--- config.mk ---
export PLATFORM = sky130hd
export DESIGN_NAME = gpio_input_conditioner
export DESIGN_NICKNAME = d
export VERILOG_FILES = /design/src/rtl/gpio_pkg.sv /design/src/rtl/debounce_bit.sv /design/src/rtl/gpio_input_conditioner.sv
export SDC_FILE = /design/constraint.sdc
export NUM_CORES = 1
export LEC_CHECK = 0
export ABC_AREA = 1
export CORE_MARGIN = 1
export CORE_UTILIZATION = 50
export CTS_CLUSTER_SIZE = 30
export DETAILED_ROUTE_END_ITERATION = 12
export HOLD_SLACK_MARGIN = 0.02
export PLACE_DENSITY = 0.77
export SLEW_MARGIN = 20
export SYNTH_ARGS = -nofsm -noshare
export SYNTH_HDL_FRONTEND = slang
export SYNTH_SLANG_ARGS = --single-unit
--- constraint.sdc ---
create_clock -name clk -period 2.1 [get_ports clk]
set_clock_uncertainty 0.1 [all_clocks]
set_input_delay 0.525 -clock clk [delete_from_list [all_inputs] [get_ports clk]]
set_output_delay 0.525 -clock clk [all_outputs]
set_load 0.01 [all_outputs]
--- src/rtl/gpio_pkg.sv ---
// Shared defaults and vector types for the GPIO input conditioning path.
package gpio_pkg;
  localparam int N_BTN_DEFAULT           = 4;
  localparam int N_SW_DEFAULT            = 16;
  localparam int DEBOUNCE_CYCLES_DEFAULT = 500000;

  typedef logic [N_BTN_DEFAULT-1:0] btn_vec_t;
  typedef logic [N_SW_DEFAULT-1:0]  sw_vec_t;
endpackage

--- src/rtl/debounce_bit.sv ---
// One channel: 2-flop synchroniser followed by a counter debouncer with
// registered rise/fall pulses aligned to the first cycle of the new level.
module debounce_bit
  import gpio_pkg::*;
#(
  parameter int DEBOUNCE_CYCLES = DEBOUNCE_CYCLES_DEFAULT
) (
  input  logic clk,
  input  logic reset,
  input  logic raw,
  output logic level,
  output logic rise,
  output logic fall
);
  localparam int CW = (DEBOUNCE_CYCLES > 1) ? $clog2(DEBOUNCE_CYCLES) : 1;
  localparam logic [CW-1:0] CNT_MAX = CW'(DEBOUNCE_CYCLES - 1);

  logic          s1_reg, s2_reg;
  logic          level_reg, rise_reg, fall_reg;
  logic [CW-1:0] cnt_reg;

  always_ff @(posedge clk) begin
    if (reset) begin
      s1_reg    <= 1'b0;
      s2_reg    <= 1'b0;
      level_reg <= 1'b0;
      rise_reg  <= 1'b0;
      fall_reg  <= 1'b0;
      cnt_reg   <= '0;
    end else begin
      s1_reg   <= raw;
      s2_reg   <= s1_reg;
      rise_reg <= 1'b0;
      fall_reg <= 1'b0;
      // Any return to the accepted level restarts the stability count
      if (s2_reg == level_reg) begin
        cnt_reg <= '0;
      end else if (cnt_reg == CNT_MAX) begin
        level_reg <= s2_reg;
        rise_reg  <= s2_reg;
        fall_reg  <= ~s2_reg;
        cnt_reg   <= '0;
      end else begin
        cnt_reg <= cnt_reg + 1'b1;
      end
    end
  end

  assign level = level_reg;
  assign rise  = rise_reg;
  assign fall  = fall_reg;
endmodule

--- src/rtl/gpio_input_conditioner.sv ---
// Debounces board buttons and switches; adds press/release pulses, sticky
// button event flags and a switch change pulse. Optional BTN_REPEAT_EN adds auto-repeat.
module gpio_input_conditioner
  import gpio_pkg::*;
#(
  parameter int N_BTN           = N_BTN_DEFAULT,
  parameter int N_SW            = N_SW_DEFAULT,
  parameter int DEBOUNCE_CYCLES = DEBOUNCE_CYCLES_DEFAULT,
  parameter int REPEAT_DELAY    = 50000000,
  parameter int REPEAT_PERIOD   = 10000000
) (
  input  logic             clk,
  input  logic             reset,
  input  logic [N_BTN-1:0] btn_raw,
  input  logic [N_SW-1:0]  sw_raw,
  input  logic [N_BTN-1:0] event_clr,
  output logic [N_BTN-1:0] btn_level,
  output logic [N_BTN-1:0] btn_press,
  output logic [N_BTN-1:0] btn_release,
  output logic [N_BTN-1:0] btn_event,
  output logic [N_SW-1:0]  sw_level,
  output logic             sw_changed
);
  logic [N_BTN-1:0] btn_rise;
  logic [N_BTN-1:0] btn_rep_pulse;
  logic [N_SW-1:0]  sw_rise, sw_fall;
  logic [N_BTN-1:0] event_reg;

  genvar gi;
  generate
    for (gi = 0; gi < N_BTN; gi++) begin : g_btn
      debounce_bit #(.DEBOUNCE_CYCLES(DEBOUNCE_CYCLES)) u_db (
        .clk   (clk),
        .reset (reset),
        .raw   (btn_raw[gi]),
        .level (btn_level[gi]),
        .rise  (btn_rise[gi]),
        .fall  (btn_release[gi])
      );
    end

    for (gi = 0; gi < N_SW; gi++) begin : g_sw
      debounce_bit #(.DEBOUNCE_CYCLES(DEBOUNCE_CYCLES)) u_db (
        .clk   (clk),
        .reset (reset),
        .raw   (sw_raw[gi]),
        .level (sw_level[gi]),
        .rise  (sw_rise[gi]),
        .fall  (sw_fall[gi])
      );
    end
  endgenerate

`ifdef BTN_REPEAT_EN
  localparam int RPT_MAX = (REPEAT_DELAY > REPEAT_PERIOD) ? REPEAT_DELAY : REPEAT_PERIOD;
  localparam int RW      = $clog2(RPT_MAX + 1);
  localparam logic [RW-1:0] DLY_LAST = RW'(REPEAT_DELAY - 1);
  localparam logic [RW-1:0] PER_LAST = RW'(REPEAT_PERIOD - 1);

  generate
    for (gi = 0; gi < N_BTN; gi++) begin : g_rpt
      logic [RW-1:0] rpt_cnt_reg;
      logic          in_period_reg;
      logic          rpt_pulse_reg;

      // First interval is REPEAT_DELAY from the press, then REPEAT_PERIOD apart
      always_ff @(posedge clk) begin
        if (reset || !btn_level[gi]) begin
          rpt_cnt_reg   <= '0;
          in_period_reg <= 1'b0;
          rpt_pulse_reg <= 1'b0;
        end else begin
          rpt_pulse_reg <= 1'b0;
          if (rpt_cnt_reg == (in_period_reg ? PER_LAST : DLY_LAST)) begin
            rpt_pulse_reg <= 1'b1;
            rpt_cnt_reg   <= '0;
            in_period_reg <= 1'b1;
          end else begin
            rpt_cnt_reg <= rpt_cnt_reg + 1'b1;
          end
        end
      end

      assign btn_rep_pulse[gi] = rpt_pulse_reg;
    end
  endgenerate
`else
  logic unused_repeat_cfg;
  assign unused_repeat_cfg = ^{REPEAT_DELAY, REPEAT_PERIOD};
  assign btn_rep_pulse     = '0;
`endif

  assign btn_press = btn_rise | btn_rep_pulse;

  // A press arriving together with a clear keeps the flag set
  always_ff @(posedge clk) begin
    if (reset) begin
      event_reg <= '0;
    end else begin
      event_reg <= (event_reg & ~event_clr) | btn_press;
    end
  end

  assign btn_event  = event_reg;
  assign sw_changed = |(sw_rise | sw_fall);
endmodule

Word-level counts from Yosys, hierarchy flattened. Index checks and enable logic that the tools add are counted.

Word-level logic and storage cells: 306. Register bits after elaboration: 484. Output and inout bits: 33.

Reduce and logical (&&, ||, !) cells: 61. Bitwise logic cells: 64. Equal/unequal tests: 40. Add/sub/neg operators: 20.

Operator list (number): adder 19 x 1 -> 19 bit, second input constant (20); equality test 19 bit, second input constant (20); OR reduction 3 bit (40); inverter 1 bit (60); AND reduction 2 bit (20); equality test 1 bit (20); bitwise OR 16 bit (1); OR reduction 16 bit (1); bitwise AND 4 bit (1); inverter 4 bit (1); bitwise OR 4 bit (1).

Depth between registers and ports, before layout. Gate-level depths: netlist of run 1.

Depth in word-level cells: 3. Depth in mapped cells: 10.

Cells and area by module. From an unflattened synthesis of run 1, not the netlist that was laid out.

Cell total of the unflattened synthesis: 3441. Area, all modules: 23760.3 µm².

Modules (own cells, without submodules): debounce_bit at g_btn[0].u_db ... (times used 19, sequential area each 480.5 µm², cells an instance 169, area each 1172.4 µm²); debounce_bit at g_sw[9].u_db (times used 1, sequential area each 480.5 µm², cells an instance 169, area each 1176.1 µm²); gpio_input_conditioner (times used 1, sequential area each 80.1 µm², cells an instance 61, area each 309.0 µm²).

Least setup slack after synthesis of run 1. No wires, ideal clock.

Kind: register to register. Start: register g_sw[10].u_db.cnt_reg[0]. End: register g_sw[10].u_db.cnt_reg[8]. Required time: 1.885 ns. Path buffers: 1. Arrival time: 1.367 ns. Clock period less this slack: 1.582 ns. Stages on the path, launching flop included: 8. Path slack: 0.518 ns. Path through: dfxtp_1 ha_1 nand3_2 inv_1 nand3_2 o21ai_2 buf_6 nor2_1.

Longest elaborated chain between the ends: 2.

Ends and longest elaborated chain: start, declared (line debounce_bit.sv:20) `logic [CW-1:0] cnt_reg;`; start signal, assigned (line debounce_bit.sv:44) `cnt_reg <= cnt_reg + 1'b1;`; parallel branches: the longest is 2 deep, another holds adder 19 x 1 -> 19 bit.

Several ways; the timed one is not identified. A chain may end at the register's enable or synchronous reset.

Worst setup path after layout of run 1.
Start: register g_sw[5].u_db.rise_reg. End: output port sw_changed.

Longest elaborated chain between the ends: 2.

Ends and longest elaborated chain: start, declared (line debounce_bit.sv:19) `logic level_reg, rise_reg, fall_reg;`; start signal, assigned (line debounce_bit.sv:40) `rise_reg <= s2_reg;`; bitwise OR 16 bit (line gpio_input_conditioner.sv:105) `assign sw_changed = |(sw_rise | sw_fall);`; OR reduction 16 bit (line gpio_input_conditioner.sv:105); end, declared (line gpio_input_conditioner.sv:22) `output logic sw_changed`.

No other way between the ends.

==> results, run 1 <==
- Entering global routing, the biggest net connects 34 pins.
- Once layout is complete, the utilization of the core stands at 0.573.
- Synthesis produced 3,393 cells.
- The initial detailed-routing violation count is 1,194.
- Data on the critical path is required at its endpoint by 1.47 ns.
- The highest net fanout along the worst path is 1.
- Post-CTS timing repair inserted 0 buffers for setup.
- In the routed design, unresolved DRC markers number 0.
- In this run the critical register-to-register path is launched from g_sw[8].u_db.cnt_reg[0]$_SDFF_PP0_.
- The count of buffers added on input and output ports is 58.
- The headroom to the max-slew limit is 0.660.
- After detailed routing, the total wire length is 45,400 um.
- The type of the most critical hold path is primary input to flop.
- The total power divided by cell area is 725 nW/um2.
- The number of hold-slack violations in the final timing report is 0.
- The worst reg2reg path depth is 7.
- The sequential fraction of the synthesis area is 0.416.
- Sorting the synthesized cells by how often they occur yields sky130_fd_sc_hd__nand2_1, sky130_fd_sc_hd__nor2_1, sky130_fd_sc_hd__dfxtp_1.
- The area of the die is 47,400 um2.
- The final net count is 3,516.
- Once detail routing completed, the nets flagged for antenna violations numbered 0.
- In this run the number of H-tree levels came out at 2.
- The path with the worst hold slack has its endpoint at g_sw[7].u_db.s1_reg$_SDFF_PP0_.
- The clock passes through at most 3 buffers.
- The number of clock buffers added by TritonCTS is 51.
- The flow ran to the end, but the final reports show violations.
- The master cell of the clock root buffer is sky130_fd_sc_hd__clkbuf_16.
- The post-layout minimum cycle time is 2.32 ns.
- Yosys mapped a number of flops with a built-in enable equal to 0.
- The final non-filler cell area is 26,200 um2.
- The vias per cell is 4.80.
- The area of the mapped netlist is 23,300 um2.
- For this configuration, the core starts out at a cell density of 0.510.
- The net count of the mapped netlist is 3,439.
- Counting instances, the worst hold path has a depth of 3.
- For this run, the detailed router's first-pass iteration total came to 5.
- Global routing finished with a remaining overflow of 0.
- The area growth from synthesis to layout is 12.4%.
- The routed length per instance is 11.0 um.
- The post-route worst setup slack is -0.219 ns.
- The global placer's final weighted congestion is 0.892.
- The leakage power of the design is 9.06 nW.
- The filler cells instantiated in the layout total 4,254.
- Static timing analysis puts the maximum clock frequency at 0.431 GHz.
- The clock tree from TritonCTS is yes.
- The die is 218 um tall.
- The floorplan step defined a core boundary enclosing 45,700 um2.
- The repair_antennas step left the layout with diodes totalling 0.
- In this run the mean area of a mapped cell was 6.86 um2.
- 59 I/O pins were placed.
- The aggregate global-route resource usage is 0.194.
- The floorplan has 78 rows.
- The worst-skew pair later-pin latency is 0.59 ns.
- The post-synthesis async set-or-reset flop share is 0.
- The max-slew violation total from the final report is 0.
- In the post-synthesis netlist, the cell with the most instances is sky130_fd_sc_hd__nand2_1.
- The element type at the critical path start is a flop.
- The total of max-cap violations is 0.
- The final cycle utilization of the critical path is 1.10.
- The routed via count is 19.7k.
- The first global-routing pass estimated 78,600 um of wire.
- The number of flip-flops in the largest register is 304.
- The via count of the first global-routing pass is 18.0k.
- Among all flip-flop cells after synthesis, the most frequent one is sky130_fd_sc_hd__dfxtp_1.
- The data arrival at the endpoint of the critical path is 1.69 ns.
- The TritonCTS sink count is 484.
- The startpoint of the tightest hold check path is reset.
- The measured slew at the worst slew-check pin is 0.505 ns.
- The worst setup path is of the flop to output port kind.
- The die is 218 um wide.
- The endpoint of the worst register-to-register path is g_sw[8].u_db.cnt_reg[10]$_SDFF_PP0_.
- Setup repair after global routing could not meet its margin everywhere.
- After synthesis, the netlist uses 37 different library cells.
- The total of flip-flops plus latches after synthesis is 484.
- The initial antenna violation count is 0.
- The peak ir drop on the vdd network is 573 uV.
- The final reports fail on setup timing.
- After detailed placement, the total cell area comes to 24,400 um2.
- STA classifies the critical path endpoint as an output port.
- Setup slack on the worst reg-to-reg path comes out at 0.25 ns.
- The synthesis warning total is 0.
- The most area-hungry cell type in the Yosys netlist is sky130_fd_sc_hd__dfxtp_1.
- Clock-pin slew was measured on the worst setup and hold paths at 0.06 ns.
- The top cell type's share of synthesized area is 0.416.
- Of the cells placed in the final design, the portion with a size suffix greater than 1 is 0.0627.
- Setup violations remaining at the end of the flow were counted as 1.
- Once detailed placement completed, the half-perimeter wirelength came to 32,400 um.
- Ranked by total cell area, the synthesized netlist is headed by sky130_fd_sc_hd__dfxtp_1, sky130_fd_sc_hd__nand2_1, sky130_fd_sc_hd__nor2_1, sky130_fd_sc_hd__inv_1, sky130_fd_sc_hd__xor2_1.
==> cell type report <==
type	count	area, um2	area share
inverter	403	1510	0.0578
multi-input combinational	2449	11700	0.445
tap	600	751	0.0287
timing repair buffer	81	768	0.0294
clock buffer	71	1510	0.0578
sequential	484	9700	0.371
clock inverter	23	279	0.0107
==> cell families (layout without fill, tap and decap cells) <==
| group | count (synthesis) | after routing | share of synthesized area |
|---|---|---|---|
| XOR/XNOR | 172 | 172 | 0.0647 |
| adder cells (fa/ha/maj) | 20 | 20 | 0.0108 |
| flip-flops | 484 | 484 | 0.416 |
| AND/OR/NAND/NOR | 2050 | 2050 | 0.370 |
| AO/OA/AOI/OAI | 207 | 207 | 0.0537 |
| buffers and inverters | 460 | 578 | 0.0848 |
==> per-layer routing <==
layer | track usage | share of wire
met4 | 0.0692 | 0.026
met5 | 0 | 0
met1 | 0.249 | 0.48
met3 | 0.0272 | 0.037
met2 | 0.330 | 0.46
==> through the flow <==
| step | cells | hold slack [ns] | setup TNS [ns] | worst slack, ns | power (mW) |
|---|---|---|---|---|---|
| after floorplan | 3393 | 0.288 | 0 | 0.518 | 9.62 |
| after global placement | 4017 | 0.289 | 0 | 0.0263 | 9.73 |
| after detailed placement | 4017 | 0.297 | 0 | 0.0206 | 9.73 |
| after CTS | 4111 | 0.236 | -0.247 | -0.247 | 19.3 |
| after global routing | 4111 | 0.274 | -0.308 | -0.308 | 19.6 |
| final | 4111 | 0.253 | -0.219 | -0.219 | 19.0 |
==> timing repair <==
item | in CTS | in global routing
gates resized for setup | 38 | 6
endpoints found under the setup margin | 27 | 3
pin swaps | 3 | 8
hold buffers | 0 | 0
==> where the power goes <==
part | internal (mW) | switching (mW)
Combinational | 0.108 | 0.152
Clock | 5.67 | 3.77
Sequential | 9.23 | 0.0374
==> layout by cell type, fill, tap and decap left out, types with 13 or more instances in the layout <==
| cell | n |
|---|---|
| sky130_fd_sc_hd__ha_1 | 20 |
| sky130_fd_sc_hd__clkdlybuf4s50_1 | 28 |
| sky130_fd_sc_hd__nand2_1 | 867 |
| sky130_fd_sc_hd__buf_4 | 20 |
| sky130_fd_sc_hd__nor2_1 | 789 |
| sky130_fd_sc_hd__nor2_2 | 14 |
| sky130_fd_sc_hd__nand4_1 | 56 |
| sky130_fd_sc_hd__xnor2_1 | 66 |
| sky130_fd_sc_hd__and2_1 | 13 |
| sky130_fd_sc_hd__nand3_2 | 30 |
| sky130_fd_sc_hd__o21ai_4 | 13 |
| sky130_fd_sc_hd__dlygate4sd2_1 | 26 |
| sky130_fd_sc_hd__clkbuf_16 | 53 |
| sky130_fd_sc_hd__inv_1 | 398 |
| sky130_fd_sc_hd__nand3b_1 | 34 |
| sky130_fd_sc_hd__a21oi_1 | 143 |
| sky130_fd_sc_hd__dfxtp_1 | 477 |
| sky130_fd_sc_hd__o21ai_0 | 31 |
| sky130_fd_sc_hd__xor2_1 | 106 |
| sky130_fd_sc_hd__nand3_1 | 154 |
| sky130_fd_sc_hd__or2_2 | 23 |
| sky130_fd_sc_hd__nor3_1 | 43 |
==> worst max path at each step <==
stage                                              startpoint                                  end  slack, ns  depth (start not counted)
after CTS                        g_sw[7].u_db.rise$_SDFF_PP0_                           sw_changed      -0.25                          5
after global routing            g_sw[11].u_db.rise$_SDFF_PP0_                           sw_changed      -0.31                          5
final                            g_sw[5].u_db.rise$_SDFF_PP0_                           sw_changed      -0.22                          5
after global placement           g_sw[4].u_db.fall$_SDFF_PP0_                           sw_changed       0.03                          5
after floorplan           g_sw[10].u_db.cnt_reg[0]$_SDFF_PP0_  g_sw[10].u_db.cnt_reg[8]$_SDFF_PP0_       0.52                          7
after detailed placement         g_sw[4].u_db.fall$_SDFF_PP0_                           sw_changed       0.02                          5
==> critical path: stages, from the launching register on <==
cell,delay (ns)
sky130_fd_sc_hd__dfxtp_2,0.32
sky130_fd_sc_hd__nor4_4,0.26
sky130_fd_sc_hd__nand2_1,0.13
sky130_fd_sc_hd__nor2_1,0.12
sky130_fd_sc_hd__nand2_1,0.12
sky130_fd_sc_hd__buf_2,0.16
Power figures use the tool's default switching activity.
==> inputs of run 2 (changes only) <==
Settings changed: CORE_UTILIZATION 50 to 60, PLACE_DENSITY 0.77 to 0.78, SYNTH_HIERARCHICAL set to 1.
==> results, run 2 <==
- The count of boundary I/O pins is 59 (unchanged).
- The worst reg2reg path depth came to 8 (was 7).
- The wire length on met2 is 23,400 um (was 20,800 um).
- The per-instance average area after synthesis is 6.91 um2 (was 6.86 um2).
- The initial detailed-routing violation count is 1,080 (was 1,194).
- RSZ-0062 raised after global routing: yes (unchanged).
- The via count of the first global-routing pass is 20.0k (was 18.0k).
- The total internal power is 14.4 mW (was 15.0 mW).
- The routed via count came to 20.8k (was 19.7k).
- Most frequent cells in the layout: sky130_fd_sc_hd__nand2_1, sky130_fd_sc_hd__nor2_1, sky130_fd_sc_hd__dfxtp_1, sky130_fd_sc_hd__inv_1, sky130_fd_sc_hd__nand3_1 (unchanged).
- The endpoint of the worst register-to-register path is g_sw[10].u_db/cnt_reg[18]$_SDFF_PP0_ (was g_sw[8].u_db.cnt_reg[10]$_SDFF_PP0_).
- Dominant cells by area after synthesis: sky130_fd_sc_hd__dfxtp_1, sky130_fd_sc_hd__nand2_1, sky130_fd_sc_hd__nor2_1, sky130_fd_sc_hd__inv_1, sky130_fd_sc_hd__nand3_1 (was sky130_fd_sc_hd__dfxtp_1, sky130_fd_sc_hd__nand2_1, sky130_fd_sc_hd__nor2_1, sky130_fd_sc_hd__inv_1, sky130_fd_sc_hd__xor2_1).
- The measured slew at the worst slew-check pin is 0.312 ns (was 0.505 ns).
- The highest net fanout along the worst path is 1 (unchanged).
- The launch point of the worst reg-to-reg path is g_sw[10].u_db/cnt_reg[0]$_SDFF_PP0_ (was g_sw[8].u_db.cnt_reg[0]$_SDFF_PP0_).
- The type of the most critical hold path is primary input to flop (unchanged).
- The flip-flop cell with the highest count after synthesis is sky130_fd_sc_hd__dfxtp_1 (unchanged).
- The total power divided by cell area is 686 nW/um2 (was 725 nW/um2).
- The initial antenna violation count is 0 (unchanged).
- The placed instance count is 4,001 (was 4,017).
- The final routed DRC violation total is 0 (unchanged).
- The final count of negative-setup-slack endpoints was 1 (unchanged).
- The fraction of final layout cells with drive strength greater than 1 is 0.0983 (was 0.0627).
- The end-of-flow core utilization is 0.680 (was 0.573).
- The worst setup path category is flop to output port (unchanged).
- The max-slew violation total from the final report came to 0 (unchanged).
- The number of detailed-routing iterations run before antenna repair was 6 (was 5).
- The count of flip-flops with a built-in enable after synthesis is 0 (unchanged).
- The number of rows in the core area is 72 (was 78).
- The total of flip-flops plus latches after synthesis is 484 (unchanged).
- The final-layout setup total negative slack is -0.0284 ns (was -0.219 ns).
- The sequential fraction of the synthesis area is 0.408 (was 0.416).
- The routed length per instance is 11.7 um (was 11.0 um).
- The sequential group share of total power is 0.511 (was 0.488).
- The maximum buffer depth of the clock tree is 3 (unchanged).
- The clock-pin slew of the registers on the worst-case setup and hold paths is 0.06 ns (about the same).
- The element type at the critical path start is a flop (unchanged).
- The count of filler cells inserted in the layout came to 3,384 (was 4,254).
- The synthesis warning total is 6 (was 0).
- The required arrival time at the worst endpoint was 1.47 ns (about the same).
- The final net count is 3,580 (was 3,516).
- The area growth from synthesis to layout is 11.2% (was 12.4%).
- The headroom to the max-slew limit was 0.791 (was 0.660).
- The fraction of power consumed by the clock network is 0.475 (was 0.498).
- The net count of the mapped netlist is 3,487 (was 3,439).
- The number of flip-flops in the largest register is 304 (unchanged).
- The switching power is 3.74 mW (was 3.96 mW).
- The highest metal layer with signal wires is met4 (unchanged).
- The kind of end point of the critical path is an output port (unchanged).
- The die extent in y is 201 um (was 218 um).
- The post-route worst setup slack is -0.0284 ns (was -0.219 ns).
- The maximum level of the CTS H-tree came to 2 (unchanged).
- The number of buffers created by CTS was 49 (was 51).
- The vias per cell was 5.10 (was 4.80).
- The count of non-filler cells in the finished layout is 4,087 (was 4,111).
- The post-layout minimum cycle time is 2.13 ns (was 2.32 ns).
- The core footprint is 38,800 um2 (was 45,700 um2).
- The total power came to 18.1 mW (was 19.0 mW).
- The number of hold-slack violations in the final timing report was 0 (unchanged).
- The synthesized instance count is 3,441 (was 3,393).
- The area of the die is 40,400 um2 (was 47,400 um2).
- The count of inserted antenna diode cells is 0 (unchanged).
- The leakage power of the design came to 8.29 nW (was 9.06 nW).
- Leading cell types by count after synthesis: sky130_fd_sc_hd__nand2_1, sky130_fd_sc_hd__nor2_1, sky130_fd_sc_hd__dfxtp_1 (unchanged).
- The final cycle utilization of the critical path is 1.01 (was 1.10).
- The TritonCTS sink count came to 484 (unchanged).
- The HPWL after detailed placement came to 34,500 um (was 32,400 um).
- The peak ir drop on the vdd network is 777 uV (was 573 uV).
- The total length of routed wires is 47,800 um (was 45,400 um).
- The area of the mapped netlist is 23,800 um2 (was 23,300 um2).
- The global-route wire length before repair is 84,300 um (was 78,600 um).
- The aggregate global-route resource usage is 0.239 (was 0.194).
- The length of routed met3 wiring is 1920 um (was 1690 um).
- The start point of the critical path is g_sw[7].u_db/rise$_SDFF_PP0_ (was g_sw[5].u_db.rise$_SDFF_PP0_).
- The initial core utilization was 0.612 (was 0.510).
- The most common library cell in the layout ignoring fill and taps was sky130_fd_sc_hd__nand2_1 (unchanged).
- The part of the total power dissipated in combinational logic is 0.014 (about the same).
- The total of max-cap violations was 0 (unchanged).
- The top cell type's share of synthesized area is 0.408 (was 0.416).
- The post-synthesis async set-or-reset flop share is 0 (unchanged).
- The master cell of the clock root buffer is sky130_fd_sc_hd__clkbuf_16 (unchanged).
- The worst-skew pair later-pin latency came to 0.57 ns (was 0.59 ns).
- The remaining global-route overflow is 0 (unchanged).
- The number of distinct library cell variants in the gate-level netlist after synthesis is 23 (was 37).
- The post-CTS setup buffer count came to 0 (unchanged).
- The data arrival at the endpoint of the critical path was 1.50 ns (was 1.69 ns).
- The detailed-route wire length on metal 1 came to 21,400 um (was 21,700 um).
- The number of buffers added on ports was 58 (unchanged).
- The width of the die was 201 um (was 218 um).
- The worst setup path endpoint is sw_changed (unchanged).
- The clock tree from TritonCTS is yes (unchanged).
- The worst setup timing slack at the placement stage is 0.172 ns (was 0.0206 ns).
- The global placer's final weighted congestion is 0.914 (was 0.892).
- The pin count of the biggest net entering global routing is 37 (was 34).
- Run status: finished with violations (unchanged).
- The maximum clock frequency is 0.470 GHz (was 0.431 GHz).
- The leading cell type by number of instances after synthesis was sky130_fd_sc_hd__nand2_1 (unchanged).
- The worst-case register-to-register setup slack is 0.40 ns (was 0.25 ns).
- The fraction of power spent switching nets is 0.206 (was 0.209).
- Violated checks: setup timing (unchanged).
- The final antenna-violating net count was 0 (unchanged).
- The most area-hungry cell type in the Yosys netlist is sky130_fd_sc_hd__dfxtp_1 (unchanged).
## run 2: cell types whose count changed after synthesis, moves of 20 or more
cell / delta
sky130_fd_sc_hd__nor2_2: +68
sky130_fd_sc_hd__nand3_1: +63
sky130_fd_sc_hd__nor2_1: -52
sky130_fd_sc_hd__or2_0: +51
sky130_fd_sc_hd__xor2_1: -44
sky130_fd_sc_hd__nand2_2: +37
sky130_fd_sc_hd__inv_1: -35
sky130_fd_sc_hd__nand3b_1: -34
sky130_fd_sc_hd__nand4_1: -33
sky130_fd_sc_hd__buf_4: -30
sky130_fd_sc_hd__a21oi_1: +20
sky130_fd_sc_hd__nand3_4: +20
sky130_fd_sc_hd__or2_1: +20
## run 2: final cells by class
cell class,count,area [um2],share of cell area
multi-input combinational,2574,12500,0.474
sequential,484,9690,0.367
clock buffer,68,1380,0.0522
inverter,363,1360,0.0516
tap,518,648,0.0245
timing repair buffer,62,612,0.0232
clock inverter,18,206,0.00782
## run 2: power groups by stage
stage / Clock (mW) / Combinational (mW) / Sequential (mW)
floorplan: 0 / 0.162 / 9.45
global placement: 0 / 0.255 / 9.46
detailed placement: 0 / 0.265 / 9.46
CTS: 8.85 / 0.266 / 9.26
global route: 9.21 / 0.292 / 9.26
finish: 8.61 / 0.260 / 9.26
## run 2: worst min path at each step
stage	startpoint	cells past startpoint	endpoint	slack, ns
2_1_floorplan	g_btn[0].u_db/s1_reg$_SDFF_PP0_	2	g_btn[0].u_db/s2_reg$_SDFF_PP0_	0.29
6_report	reset	2	g_btn[1].u_db/s1_reg$_SDFF_PP0_	0.11
5_1_grt	reset	2	g_btn[1].u_db/s1_reg$_SDFF_PP0_	0.12
4_1_cts	reset	2	g_btn[1].u_db/s1_reg$_SDFF_PP0_	0.08
3_5_place_dp	g_btn[0].u_db/s1_reg$_SDFF_PP0_	2	g_btn[0].u_db/s2_reg$_SDFF_PP0_	0.29
3_3_place_gp	g_btn[0].u_db/s1_reg$_SDFF_PP0_	2	g_btn[0].u_db/s2_reg$_SDFF_PP0_	0.29
## run 2: per-stage QoR
stage               hold WS, ns  instance area (um2)
global placement          0.295                24800
finish                    0.110                26400
global route              0.116                26400
floorplan                 0.288                23800
CTS                      0.0835                26400
detailed placement        0.293                24800
## run 2: worst max-delay path, stage by stage, from the launching register on
cell	delay, ns
sky130_fd_sc_hd__dfxtp_2	0.31
sky130_fd_sc_hd__nor2_2	0.09
sky130_fd_sc_hd__and2_4	0.17
sky130_fd_sc_hd__nand2_4	0.06
sky130_fd_sc_hd__nor2_4	0.10
sky130_fd_sc_hd__nand2_2	0.08
sky130_fd_sc_hd__buf_6	0.12
## run 2: logic make-up after synthesis
family / share of synthesized area
buffers and inverters: 0.0668
adders and majority gates: 0.0105
and+or+nand+nor: 0.420
DFF: 0.408
xor gates and xnor gates: 0.0453
AOI/OAI and AO/OA: 0.0500
## run 2: routing by layer
| metal | track usage | up-vias |
|---|---|---|
| li1 | - | 10900 |
| met1 | 0.284 | 9513 |
| met2 | 0.437 | 338 |
| met3 | 0.0341 | 96 |
| met4 | 0.0812 | 0 |
| met5 | 0 | - |
## run 2: what timing repair did
item,4_1_cts,5_1_grt
resized for setup,30,15
pin swaps,1,8
hold buffers,0,0
endpoints found under the setup margin,25,4
